==> src/rtl/elevator_call_latch.sv <==
// Call-button front end: 2-flop sync, per-floor debounce, rising-edge call latch and req pulses.
// Optional build macro CALL_REISSUE_EN periodically re-pulses still-pending calls.
module elevator_call_latch #(
  parameter int NUM_FLOORS      = 8,
  parameter int FLOOR_W         = 3,
  parameter int DEBOUNCE_CYCLES = 4,
  parameter int REISSUE_CYCLES  = 64
) (
  input  logic                                  clk,
  input  logic                                  reset_n,
  input  logic [NUM_FLOORS-1:0]                 btn_raw,
  input  logic                                  emergency,
  input  logic [FLOOR_W-1:0]                    current_floor,
  input  logic                                  door_open,
  output logic [NUM_FLOORS-1:0]                 req_pulse,
  output logic [NUM_FLOORS-1:0]                 pending,
  output logic [$clog2(NUM_FLOORS+1)-1:0]       pending_count
);

  localparam int CNT_W = $clog2(DEBOUNCE_CYCLES + 1);
  localparam int PC_W  = $clog2(NUM_FLOORS + 1);

  if (DEBOUNCE_CYCLES < 1 || REISSUE_CYCLES < 2 || (1 << FLOOR_W) < NUM_FLOORS) begin : g_param_check
    $error("elevator_call_latch: illegal parameter combination");
  end

  logic [NUM_FLOORS-1:0] sync1, sync2, deb, deb_d;
  logic [CNT_W-1:0]      deb_cnt [NUM_FLOORS];
  logic [NUM_FLOORS-1:0] serviced, new_call, accept, reissue, pending_next, req_next;
  logic [PC_W-1:0]       count_next;

  always_comb begin
    serviced = '0;
    for (int i = 0; i < NUM_FLOORS; i++) begin
      serviced[i] = door_open && (current_floor == FLOOR_W'(i));
    end
  end

  assign new_call     = deb & ~deb_d;
  // Service wins over a call landing on the same edge; emergency drops new presses only.
  assign accept       = new_call & ~serviced & {NUM_FLOORS{~emergency}};
  assign pending_next = (pending & ~serviced) | accept;
  assign req_next     = accept | reissue;

  always_comb begin
    count_next = '0;
    for (int i = 0; i < NUM_FLOORS; i++) begin
      count_next = count_next + PC_W'(pending_next[i]);
    end
  end

`ifdef CALL_REISSUE_EN
  localparam int RC_W = $clog2(REISSUE_CYCLES);
  logic [RC_W-1:0] reissue_cnt;
  logic            reissue_wrap;

  assign reissue_wrap = (reissue_cnt == RC_W'(REISSUE_CYCLES - 1));
  assign reissue      = (reissue_wrap && !emergency) ? (pending & ~serviced) : '0;

  always_ff @(posedge clk or negedge reset_n) begin
    if (!reset_n) begin
      reissue_cnt <= '0;
    end else if (reissue_wrap) begin
      reissue_cnt <= '0;
    end else begin
      reissue_cnt <= reissue_cnt + 1'b1;
    end
  end
`else
  assign reissue = '0;
`endif

  always_ff @(posedge clk or negedge reset_n) begin
    if (!reset_n) begin
      sync1 <= '0;
      sync2 <= '0;
      deb   <= '0;
      deb_d <= '0;
      for (int i = 0; i < NUM_FLOORS; i++) begin
        deb_cnt[i] <= '0;
      end
    end else begin
      sync1 <= btn_raw;
      sync2 <= sync1;
      deb_d <= deb;
      // Counter saturates at DEBOUNCE_CYCLES; the level flips on the following mismatched edge.
      for (int i = 0; i < NUM_FLOORS; i++) begin
        if (sync2[i] != deb[i]) begin
          if (deb_cnt[i] == CNT_W'(DEBOUNCE_CYCLES)) begin
            deb[i]     <= sync2[i];
            deb_cnt[i] <= '0;
          end else begin
            deb_cnt[i] <= deb_cnt[i] + 1'b1;
          end
        end else begin
          deb_cnt[i] <= '0;
        end
      end
    end
  end

  always_ff @(posedge clk or negedge reset_n) begin
    if (!reset_n) begin
      req_pulse     <= '0;
      pending       <= '0;
      pending_count <= '0;
    end else begin
      req_pulse     <= req_next;
      pending       <= pending_next;
      pending_count <= count_next;
    end
  end

endmodule

==> config.mk <==
export PLATFORM = sky130hd
export DESIGN_NAME = elevator_call_latch
export DESIGN_NICKNAME = d
export VERILOG_FILES = /design/src/rtl/elevator_call_latch.sv
export SDC_FILE = /design/constraint.sdc
export NUM_CORES = 1
export LEC_CHECK = 0
export CAP_MARGIN = 20
export CORE_MARGIN = 5
export CORE_UTILIZATION = 59
export DETAILED_ROUTE_END_ITERATION = 10
export PLACE_DENSITY = 0.83
export SYNTH_ARGS = -nofsm -noshare
export SYNTH_HDL_FRONTEND = slang
export SYNTH_SLANG_ARGS = --single-unit
==> constraint.sdc <==
create_clock -name clk -period 10.2 [get_ports clk]
set_input_delay 1.02 -clock clk [delete_from_list [all_inputs] [get_ports clk]]
set_output_delay 1.02 -clock clk [all_outputs]
set_load 0.005 [all_outputs]
### Word level (Yosys, flattened, before mapping)

Index checks and enable logic that the tools add are counted.

* $add $sub $neg: 15
* equality and inequality tests: 23
* mux-type cells: 16
* bitwise operators: 8
* reduce and logical (&&, ||, !) cells: 17

Operator list (number)
* 2-to-1 mux 3 bit: 16
* == test 3 bit, second input constant: 12
* AND 8 bit: 4
* adder 3 x 1 -> 3 bit, second input constant: 8
* adder 4 x 1 -> 4 bit: 4
* NOT 8 bit: 2
* AND reduction 2 bit: 8
* logical AND 1 bit: 8
* != test 1 bit: 8
* bitwise OR 8 bit: 1
* == test 3 x 2 -> 1 bit, second input constant: 2
* adder 3 x 1 -> 4 bit: 1
* adder 2 x 1 -> 3 bit: 1
* == test 3 x 1 -> 1 bit, second input constant: 1
* zero test 3 bit: 1
* adder 1 x 1 -> 2 bit: 1
* NOT 1 bit: 1

* register bits after elaboration: 76
* bits of input ports: 15
* output and inout port bits: 20
* logic and storage cells: 101

### Longest topological paths before layout

Gate-level depths: netlist of run 1.

* word-level depth: 13
* mapped depth: 13
* mapped depth without buffers: 12

### Worst setup path before layout of run 1

Ideal clock, no wire load.

* path type: in2reg
* start point: in emergency
* end point: reg pending_count[2]
* library setup time: 123 ps
* arrival time: 3796 ps
* required time: 10077 ps
* setup slack: 6282 ps
* stages on the path: 12
* buffers on the path: 0
* cell sequence: or3b_4 -> a21o_1 -> fa_1 -> inv_1 -> fa_1 -> inv_1 -> fa_1 -> inv_1 -> ha_1 -> inv_1 -> fa_1 -> xnor2_1

* longest elaborated chain between the ends: 10

Ends and longest elaborated chain
* from (decl): line 12 `input logic emergency,`
* NOT 1 bit (*): line 41 `assign accept = new_call & ~serviced & {NUM_FLOORS{~emergency}};`
* AND 8 bit (*): line 41
* bitwise OR 8 bit (*): line 42 `assign pending_next = (pending & ~serviced) | accept;`
* adder 1 x 1 -> 2 bit: line 48 `count_next = count_next + PC_W'(pending_next[i]);`
* adder 2 x 1 -> 3 bit: line 48
* adder 3 x 1 -> 4 bit: line 48
* adder 4 x 1 -> 4 bit (3 in a row): line 48
* adder 4 x 1 -> 4 bit (*): line 48
* named net count_next[2]: line 30 `logic [PC_W-1:0] count_next;`
* to (signal assigned): line 110 `pending_count <= count_next;`
* to (decl): line 17 `output logic [$clog2(NUM_FLOORS+1)-1:0] pending_count`

The timed path passes the listed nets; every way through them passes the cells marked *.
A chain may end at the register's enable or synchronous reset.

### Worst setup path in the final report of run 1

Same ends and word-level chain as after synthesis.

==> results of run 1 <==
## through the flow
step	total power (W)	hold slack (ns)	setup slack, ns	cell area, um^2	util [%]
4_1_cts	0.001130	0.3540	5.811	3717	72.78
5_1_grt	0.001219	0.3557	5.667	3717	72.78
3_3_place_gp	0.0008712	0.3332	5.562	3515	68.81
6_report	0.001108	0.3517	5.841	3717	72.78
3_5_place_dp	0.0008932	0.3372	5.469	3515	68.81
2_1_floorplan	0.0007385	0.3312	6.282	3094	-
## cells by family after synthesis
| kind of cell | share of synthesized area, % |
|---|---|
| muxes | 2.912 |
| adders and majority gates | 10.27 |
| DFF | 61.46 |
| AOI/OAI and AO/OA | 5.378 |
| and+or+nand+nor | 13.71 |
| xor gates and xnor gates | 2.548 |
| buffers and inverters | 3.720 |
## sequential cells by signal, indices dropped and copies added (netlist names)
name / cells
deb: 8
deb_cnt: 24
deb_d: 8
pending: 8
pending_count: 4
req_pulse: 8
sync1: 8
sync2: 8
## layer usage
layer	up-vias	track usage, %
met1	868	20.97
met2	36	27.72
li1	862	-
met4	0	11.13
met5	-	0
met3	13	4.447
## power by group through the flow
stage / combinational [W] / clock (W) / sequential (W)
after global placement: 0.000406 / 0 / 0.000465
final: 0.000416 / 0.000230 / 0.000463
after CTS: 0.000430 / 0.000236 / 0.000464
after detailed placement: 0.000423 / 0 / 0.000470
after global routing: 0.000496 / 0.000247 / 0.000475
after floorplan: 0.000283 / 0 / 0.000456
## Yosys cell counts, drive strengths merged (2+ instances only)
cell	instances	area share, %
inv	28	3.4
o21ai	2	0.32
o32ai	2	0.57
a21oi	12	1.9
nand2b	9	1.8
and2	2	0.40
nand2	9	1.1
ha	19	7.7
nor3b	13	3.2
xnor2	9	2.5
and3b	3	0.85
dfrtp	76	61
mux2	8	2.9
o32a	3	0.97
o31a	3	0.85
nor2	3	0.36
and4bb	2	0.81
or3b	11	3.2
fa	4	2.6
nor2b	6	1.2
o21a	2	0.49
buf	2	0.32
## worst min path at each step
stage	end	slack [ns]	cells after the start
6_report	sync2[0]	0.35	0
5_1_grt	sync2[3]	0.36	0
4_1_cts	sync2[7]	0.35	0
3_5_place_dp	sync2[7]	0.34	0
3_3_place_gp	sync2[5]	0.33	0
2_1_floorplan	sync2[0]	0.33	0
## critical path: cells and delay by family
family	cells	cell delay, ns
fa+ha+maj	5	1.94
buf+inv	5	0.80
compound gates	1	0.20
xor+xnor	1	0.14
simple gates	1	0.48
## area by class of cell
| cell class | instances | area [um^2] |
|---|---|---|
| sequential | 76 | 1902 |
| fill | 347 | 1390 |
| clock inverter | 1 | 30.03 |
| clock buffer | 14 | 172.7 |
| tap | 70 | 87.58 |
| timing repair buffer | 35 | 342.8 |
| inverter | 28 | 105.1 |
| multi-input combinational | 126 | 1077 |
==> results.yml, run 1 <==
final_layout:
  nNetsFinal: 314
  area.growth.synth_to_final_pct: 20.14
  drive_gt1_share_pct: 12.14
  antennaDiodeCount: 0
  final_common_cell: "dfrtp_1"
  final_cell_mix: "dfrtp_1, clkdlybuf4s50_1, inv_1"
  layout.cells.non_filler: 350
cts:
  ctsResizeCount: 0
  cts_max_path_buffers: 2
  clk_pin_slew_ns: 0.07
  cts_root_buffer: "clkbuf_8"
  clkLatencyLatePin_ns: 0.34
  cts_buffers: 9
  htreeDepth: 3
  tritoncts: "built"
  post_cts_buffers: 0
  hold_buffers: 0
  cts_sinks: 76
drt:
  via_count: 1779
  highest_layer: "met4"
  met2_length_um: 2390
  vias_per_cell: 5.083
  route.detailed.drc: 0
  drt_wl_total_um: 4887
  drtAntennaViolNets: 0
  routedLengthMet1_um: 2141
  drt_first_pass_iters: 4
  wire_per_inst_um: 13.96
  dr_wl_met3_um: 198
  drt_iter0_drc: 75
yosys:
  synth_edf_count: 0
  ys_ff_latch: 76
  synth.distinct_cells: 28
  yosysWarningCount: 0
  synth_cells: 232
  synthesis.area_um2: 3094
  synth_top_flop_cell: "dfrtp_1"
  synth-seq-area-share_pct: 61.46
  synth_fp_nets: 270
  syn_area_per_cell_um2: 13.34
  postSynth.asyncResetShare_pct: 100.0
timing:
  slew-limit-headroom_pct: 39.24
  min_period_ns: 4.359
  rsz0062_at_grt: "false"
  tightest_slew_ns: 0.9115
  clock.fmax_ghz: 0.2294
  tns_ns: 0
  maxSlewViolCount: 0
  setup_viol: 0
  period_share_pct: 42.74
  hold_violations: 0
  finalClockSkew_ns: 0.007999
setup_path:
  r2r_slack_ns: 6.76
  crit_slowest_cell: "clkdlybuf4s50_1"
  crit_type: "in -> reg"
  cpPeakStageDelay_ns: 0.58
  cp_max_fo: 8
  timing.critical_path.from: "emergency"
  reg2reg_depth: 12
  timing.rr.start: "deb[1]"
  end_kind: "flop"
  cp-start-kind: "primary input"
  worstPathRequired_ns: 10.42
  cp.arrival_ns: 4.58
  path_cells: "clkdlybuf4s50_1 -> or3b_4 -> a21o_1 -> fa_1 -> inv_1 -> fa_1 -> inv_1 -> fa_1 -> inv_1 -> ha_1 -> inv_1 -> fa_1 -> xnor2_1"
  worst_r2r_endpoint: "pending_count[2]"
  critical_path.endpoint: "pending_count[2]"
place:
  dp.cells: 335
  dp_hpwl_um: 3522
  port_buffers: 34
  gp_congestion: 0.7896
grt:
  grt_pass1_vias: 1928
  antenna_found_initial: 0
  grt_pass1_wl_um: 8473
  grt-ovfl-total: 0
  grt_usage_pct: 17.38
  grt_max_degree: 77
die:
  io_pins: 35
  floorplan.initialDensity_pct: 60.58
  die_h_um: 82.42
  fp.coreArea_um2: 5107
  fp.dieW_um: 82.42
  dieArea_um2: 6793
  num_rows: 26
run:
  cap_violations: 0
power_and_ir_drop:
  power_density_nw_per_um2: 298.2
  peakVddDrop_mv: 0.1637
  p_clk_share_pct: 20.7
  combPwrFrac_pct: 37.5
  seq_power_share_pct: 41.8
  switching_power_w: 0.0003500
  switching_share_pct: 31.57
  p_int_w: 0.0007585
  leakage_nw: 1.701
outcome:
  status: "finished, final reports clean"
worst_hold_path:
  hp-class: "reg -> reg"
  min-delay-start: "sync1[0]"
Note: power is estimated with default switching activity, not from simulation.
==> run 2, diff against run 1 <==
CORE_UTILIZATION = 55   (was 59)
PLACE_DENSITY = 0.78   (was 0.83)
clock period = 4.51 ns   (was 10.2 ns; I/O delays follow)
==> run 2 against run 1 <==
Effect of this change: sequential cell count unchanged; cell area down 0.37%; clock skew down 0.0030 ns; clock power up 110%; first-iteration DRC count up 56%; sequential power up 130%; combinational power up 130%; via count unchanged; final cell count up 0.57%; die area up 6.4%; worst setup slack worse by 5.1 ns; routed wire length down 0.18%; critical path type unchanged; largest power group unchanged; highest routed layer unchanged.
==> results.yml, run 2 (same netlist as run 1, synthesis figures left out) <==
cts:
  post_cts_buffers: 0
  tritoncts: "built"
  cts_max_path_buffers: 2
  cts_buffers: 9
  hold_buffers: 0
  cts_sinks: 76
  ctsResizeCount: 0
  cts_root_buffer: "clkbuf_8"
  htreeDepth: 3
  clkLatencyLatePin_ns: 0.34
  clk_pin_slew_ns: 0.07
setup_path:
  path_cells: "clkdlybuf4s50_1 -> nor3b_1 -> o32ai_1 -> fa_1 -> inv_1 -> fa_1 -> inv_1 -> fa_1 -> inv_1 -> ha_1 -> inv_1 -> fa_1 -> xnor2_1"
  worstPathRequired_ns: 4.76
  crit_slowest_cell: "clkdlybuf4s50_1"
  cp-start-kind: "primary input"
  r2r_slack_ns: 1.04
  crit_type: "in -> reg"
  cp_max_fo: 8
  cpPeakStageDelay_ns: 0.57
  cp.arrival_ns: 4.05
  end_kind: "flop"
final_layout:
  final_util_pct: 67.67
  area.growth.synth_to_final_pct: 19.69
  layout.cells.non_filler: 352
  drive_gt1_share_pct: 11.79
  largest_reg_flops: 24
  top_register: "deb_cnt"
  final_cell_mix: "dfrtp_1, clkdlybuf4s50_1, inv_1"
  antennaDiodeCount: 0
  post-route-cell-area_um2: 3704
  fillers: 410
  nNetsFinal: 314
  final_common_cell: "dfrtp_1"
timing:
  setup_viol: 0
  maxSlewViolCount: 0
  tightest_slew_ns: 0.9108
  hold_violations: 0
  rsz0062_at_grt: "false"
  slew-limit-headroom_pct: 39.28
  tns_ns: 0
  finalClockSkew_ns: 0.004975
  clock.fmax_ghz: 0.2632
  min_period_ns: 3.799
  period_share_pct: 84.23
die:
  fp.dieW_um: 85.01
  io_pins: 35
  floorplan.initialDensity_pct: 56.54
  dieArea_um2: 7226
  num_rows: 27
  fp.coreArea_um2: 5473
  die_h_um: 85.01
place:
  dp.cells: 337
  port_buffers: 34
  dpl_cell_area_um2: 3520
  gp_congestion: 0.7612
  dp_hpwl_um: 3513
power_and_ir_drop:
  power_density_nw_per_um2: 674.2
  leakage_nw: 1.692
  peakVddDrop_mv: 0.3203
drt:
  wire_per_inst_um: 13.86
  via_count: 1779
  drt_wl_total_um: 4878
  route.detailed.drc: 0
  drt_first_pass_iters: 4
  vias_per_cell: 5.054
  drtAntennaViolNets: 0
  drt_iter0_drc: 117
worst_hold_path:
  hp-class: "in -> async"
grt:
  grt_pass1_vias: 1825
  antenna_found_initial: 0
  grt_max_degree: 77
  grt_usage_pct: 14.86
  grt-ovfl-total: 0
  grt_pass1_wl_um: 8252
outcome:
  status: "finished, final reports clean"
run:
  cap_violations: 0
## run 2: cell count changes in the layout (fill, tap and decap cells not counted)
cell,delta
clkbuf_8,-2
buf_2,-1
buf_4,+1
clkbuf_1,+1
clkinv_2,+1
## run 2: worst max-delay path: cells and delay by family
kind            cells  cell delay, ns
buf+inv             5            0.79
xor+xnor            1            0.20
fa+ha+maj           5            2.00
simple gates        1            0.42
compound gates      1            0.20
## run 2: layout make-up
type	instances	area, um^2	area share (%)
clock buffer	13	148.9	4.020
sequential	76	1902	51.35
multi-input combinational	126	1077	29.09
tap	72	90.09	2.432
inverter	28	105.1	2.838
clock inverter	2	35.03	0.9459
timing repair buffer	35	345.3	9.324
## run 2: power by group
group	internal (W)	leakage [nW]	switching (W)	total (W)
clock network	0.000268	0.0935	0.000218	0.000485
logic	0.000513	0.646	0.000453	0.000966
registers	0.000911	0.953	0.000135	0.00105
total	0.00169	1.69	0.000806	0.00250
## run 2: stage by stage
step	hold slack, ns	worst slack (ns)	power (W)
after floorplan	0.1554	1.161	0.001670
after global placement	0.3314	0.4343	0.001981
after detailed placement	0.3395	0.3474	0.002038
after CTS	0.2747	0.6793	0.002540
after global routing	0.3180	0.5046	0.002730
final	0.2420	0.7111	0.002497
## run 2: final timing paths
kind / from / end / cells past startpoint
setup reg to reg: deb[0] / pending_count[2] / 12
setup / recovery: emergency / pending_count[2] / 13
hold / removal: reset_n / deb_cnt[11] / 1
max in group asynchronous: reset_n / deb_cnt[20] / 1
hold reg to reg: sync1[5] / sync2[5] / 0
min in group clk: sync1[5] / sync2[5] / 0
## run 2: layer usage
layer / vias to the layer above / GRT usage, % / share of wire [%]
met4: 0 / 4.317 / 1.0
met3: 6 / 6.602 / 5.1
met1: 881 / 17.69 / 43
li1: 860 / - / -
met2: 32 / 24.44 / 51
met5: - / 0 / 0
==> RTL edit 1, RTL diff (flow settings as in run 2) <==
Set the parameter `DEBOUNCE_CYCLES` to 2 (it was 4).
--- a/src/rtl/elevator_call_latch.sv
+++ b/src/rtl/elevator_call_latch.sv
@@ -4,5 +4,5 @@
   parameter int NUM_FLOORS      = 8,
   parameter int FLOOR_W         = 3,
-  parameter int DEBOUNCE_CYCLES = 4,
+  parameter int DEBOUNCE_CYCLES = 2,
   parameter int REISSUE_CYCLES  = 64
 ) (
Formal check against the unedited RTL: not equivalent (Yosys sat finds a counterexample within 10 cycles, from zero or initial values and one cycle with reset_n low).
==> RTL edit 1 against run 2 <==
  * Routed wire length is 14% lower
  * Die area is 18% lower
  * Sequential cell count is 8 lower
  * Total power is 8.4% lower
  * Setup slack worse by 0.020 ns
  * Sequential share of layout area is 4.5 points higher
  * Design area is 18% lower
  * Utilization is 2.3 points higher
  * Synthesized area is 20% lower
  * Critical path type unchanged
  * Highest routed layer unchanged
==> RTL edit 1: results (changes against run 2) <==
status: "complete, no violations"
skew_ns: 0.00387  # -0.00110 ns
dp.final_hpwl_mm: 3.03  # -14%
max_stage_delay_ns: 0.60  # +0.03 ns
final_nets: 234  # -25%
ys_top_cells_by_count: "dfrtp_1, nor3b_1, inv_1, xnor2_1"
p_per_area_nw_per_um2: 751  # +11%
yosys-top-cells-area: "dfrtp_1, nor3b_1, mux2_2"
multi_input_area_share: 0.241  # -0.0495
p_leak_nw: 1.33  # -21%
worstPathArrival_ns: 4.04  # about the same
relSlewSlack: 0.468  # +0.0747
nNonClkInverters: 9  # -68%
r2r_slack_ns: 1.08  # +0.04 ns
ir_drop_mv: 0.387  # +21%
synth_cell_types: 26  # -7.1%
p_int_w: 0.00155  # -8.2%
place_ws_ns: 0.377  # +0.0293 ns
drt_iter0_markers: 69  # -41%
seq_share: 0.558  # +0.0448
seq_cells: 68  # -11%
nMultiInputCombCells: 89  # -29%
fin_ws_ns: 0.691  # -0.0199 ns
grt_max_degree: 69  # -10%
combPwrFrac: 0.390  # +0.003
largest_reg_flops: 16  # -33%
place_congestion: 0.822  # +8.0%
dpl_cell_area_um2: 2880  # -18%
synth_nets: 190  # -30%
[RTL edit 1: metrics by stage]
stage          utilization  std cells  total power (W)  hold slack (ns)
2_1_floorplan            -        168          0.00150            0.155
3_3_place_gp         0.661        253          0.00175            0.333
3_5_place_dp         0.661        253          0.00187            0.335
4_1_cts              0.700        268          0.00232            0.322
5_1_grt              0.700        268          0.00247            0.363
6_report             0.700        268          0.00229            0.305
[RTL edit 1: worst register-to-register path, stage by stage (launching register included)]
cell and delay [ns]:
dfrtp_1 0.41, or3b_4 0.41, a21o_1 0.20, fa_1 0.55, fa_1 0.44, fa_1 0.46
inv_1 0.07, ha_1 0.16, inv_1 0.06, fa_1 0.40, xnor2_1 0.14
[RTL edit 1: cells by family after synthesis]
logic type / count (synthesis) / synth area share
flops: 68 / 0.686
mux: 8 / 0.0363
xor+xnor: 9 / 0.0318
simple gates: 47 / 0.130
fa+ha+maj: 7 / 0.0474
compound gates: 18 / 0.0514
buf+inv: 11 / 0.0176
[RTL edit 1: routing by layer]
layer / routed length, um / global-route usage
met5: 0 / 0
met4: 133 / 0.112
met3: 308 / 0.0562
met2: 2140 / 0.258
met1: 1630 / 0.185
[RTL edit 1: final timing paths]
check                              startpoint                         end  cells past startpoint
setup reg to reg           deb[1]$_DFFE_PN0P_  pending_count[2]$_DFF_PN0_                     10
hold reg to reg            sync1[4]$_DFF_PN0_          sync2[4]$_DFF_PN0_                      0
hold / removal                        reset_n          sync2[4]$_DFF_PN0_                      2
max in group asynchronous             reset_n        deb_cnt[8]$_DFF_PN0_                      2
min in group clk           sync1[4]$_DFF_PN0_          sync2[4]$_DFF_PN0_                      0
setup / recovery                    emergency  pending_count[2]$_DFF_PN0_                     11
==> RTL edit 2, RTL diff (settings of run 2) <==
Made on the original files. Remove the register `req_pulse`: a continuous assignment takes its place, so the output `req_pulse` follows one clock earlier.
--- a/src/rtl/elevator_call_latch.sv
+++ b/src/rtl/elevator_call_latch.sv
@@ -102,9 +102,7 @@
   always_ff @(posedge clk or negedge reset_n) begin
     if (!reset_n) begin
-      req_pulse     <= '0;
       pending       <= '0;
       pending_count <= '0;
     end else begin
-      req_pulse     <= req_next;
       pending       <= pending_next;
       pending_count <= count_next;
@@ -112,4 +110,6 @@
   end
 
+  assign req_pulse = req_next;
+
 endmodule
 
Check against the original RTL: not equivalent (a bounded check fails within 10 cycles, from zero or initial values and one cycle with reset_n low).
==> RTL edit 2 against run 2 <==
  * First-iteration DRC count shrank 44%
  * Sequential cell count fell by 8
  * Setup slack improved by 0.027 ns
  * Largest cell class unchanged
  * Design area shrank 5.7%
  * Clock power down 13%
  * Synthesized area shrank 6.5%
  * Total power is 6.4% lower
  * Routed wire length is 3.1% lower
==> RTL edit 2: results (changes against run 2) <==
viasPerCell: 4.98  # -1.4%
fillers: 384  # -6.3%
final_nets: 307  # -2.2%
numPlacedInstances: 328  # -2.7%
slowest_stage: "fa_1"
dp.final_hpwl_mm: 3.57  # +1.7%
path_max_fanout: 5  # -3
ys_seq_area_frac: 0.588  # -0.0267
wl_mm: 4.73  # -3.1%
status: "complete, no violations"
p_leak_nw: 1.58  # -6.4%
synth-xor-area-share: 0.0272  # +0.00176
synth_nets: 262  # -3.0%
drive_gt1_frac: 0.128  # +0.0103
p_sw_w: 0.000777  # -3.5%
place_ws_ns: 0.375  # +0.0277 ns
ir_drop_mv: 0.436  # +36%
worst-path-buf-inv: 6  # +1
worstPathArrival_ns: 3.99  # -0.06 ns
synthCells: 224  # -3.4%
vias: 1709  # -3.9%
dpl_cell_area_um2: 3320  # -5.6%
first_global_vias: 1801  # -1.3%
p_per_area_nw_per_um2: 670  # -0.66%
skew_ns: 0.00625  # +0.00128 ns
track_usage: 0.167  # +0.0179
yosys-top-cells-area: "dfrtp_1, ha_1, inv_1"
max_stage_delay_ns: 0.53  # -0.04 ns
comb-power_w: 0.000963  # about the same
==> RTL edit 2: cell count changes in the layout (fill, tap and decap cells not counted) <==
cell       change
bufinv_16      -1
dfrtp_1        -8
clkinv_2       +1
buf_2          +1
clkbuf_1       -1
clkbuf_8       +1
==> RTL edit 2: metal layers <==
metal,vias up,part of all wire,routed length [um],track usage
li1,840,-,-,-
met5,-,0,0,0
met2,34,0.49,2320,0.268
met1,828,0.45,2110,0.198
met4,0,0.014,65,0.0670
met3,7,0.050,234,0.0694
==> RTL edit 2: metrics by stage <==
| step | util | total power (W) | hold WS (ns) |
|---|---|---|---|
| floorplan | - | 0.00158 | 0.155 |
| global placement | 0.650 | 0.00189 | 0.333 |
| detailed placement | 0.650 | 0.00193 | 0.336 |
| CTS | 0.683 | 0.00238 | 0.194 |
| global route | 0.683 | 0.00258 | 0.251 |
| finish | 0.683 | 0.00234 | 0.186 |
==> RTL edit 2: final timing paths <==
| kind | cells past startpoint | to | slack [ns] |
|---|---|---|---|
| min reg2reg | 0 | sync2[3]$_DFF_PN0_ | 0.35 |
| max | 14 | pending_count[2]$_DFF_PN0_ | 0.74 |
| min in group clk | 0 | sync2[3]$_DFF_PN0_ | 0.35 |
| max reg2reg | 12 | pending_count[2]$_DFF_PN0_ | 1.09 |
| max in group asynchronous | 2 | deb_cnt[17]$_DFF_PN0_ | 3.42 |
| min | 1 | sync1[2]$_DFF_PN0_ | 0.19 |
==> RTL edit 2: area by class of cell <==
cell class / count / area share
repair buffers: 36 / 0.100
well taps: 70 / 0.0251
inverters: 28 / 0.0301
multi-input cells: 126 / 0.309
clock buffers: 13 / 0.0455
flip-flops and latches: 68 / 0.487
clock inverters: 2 / 0.00287
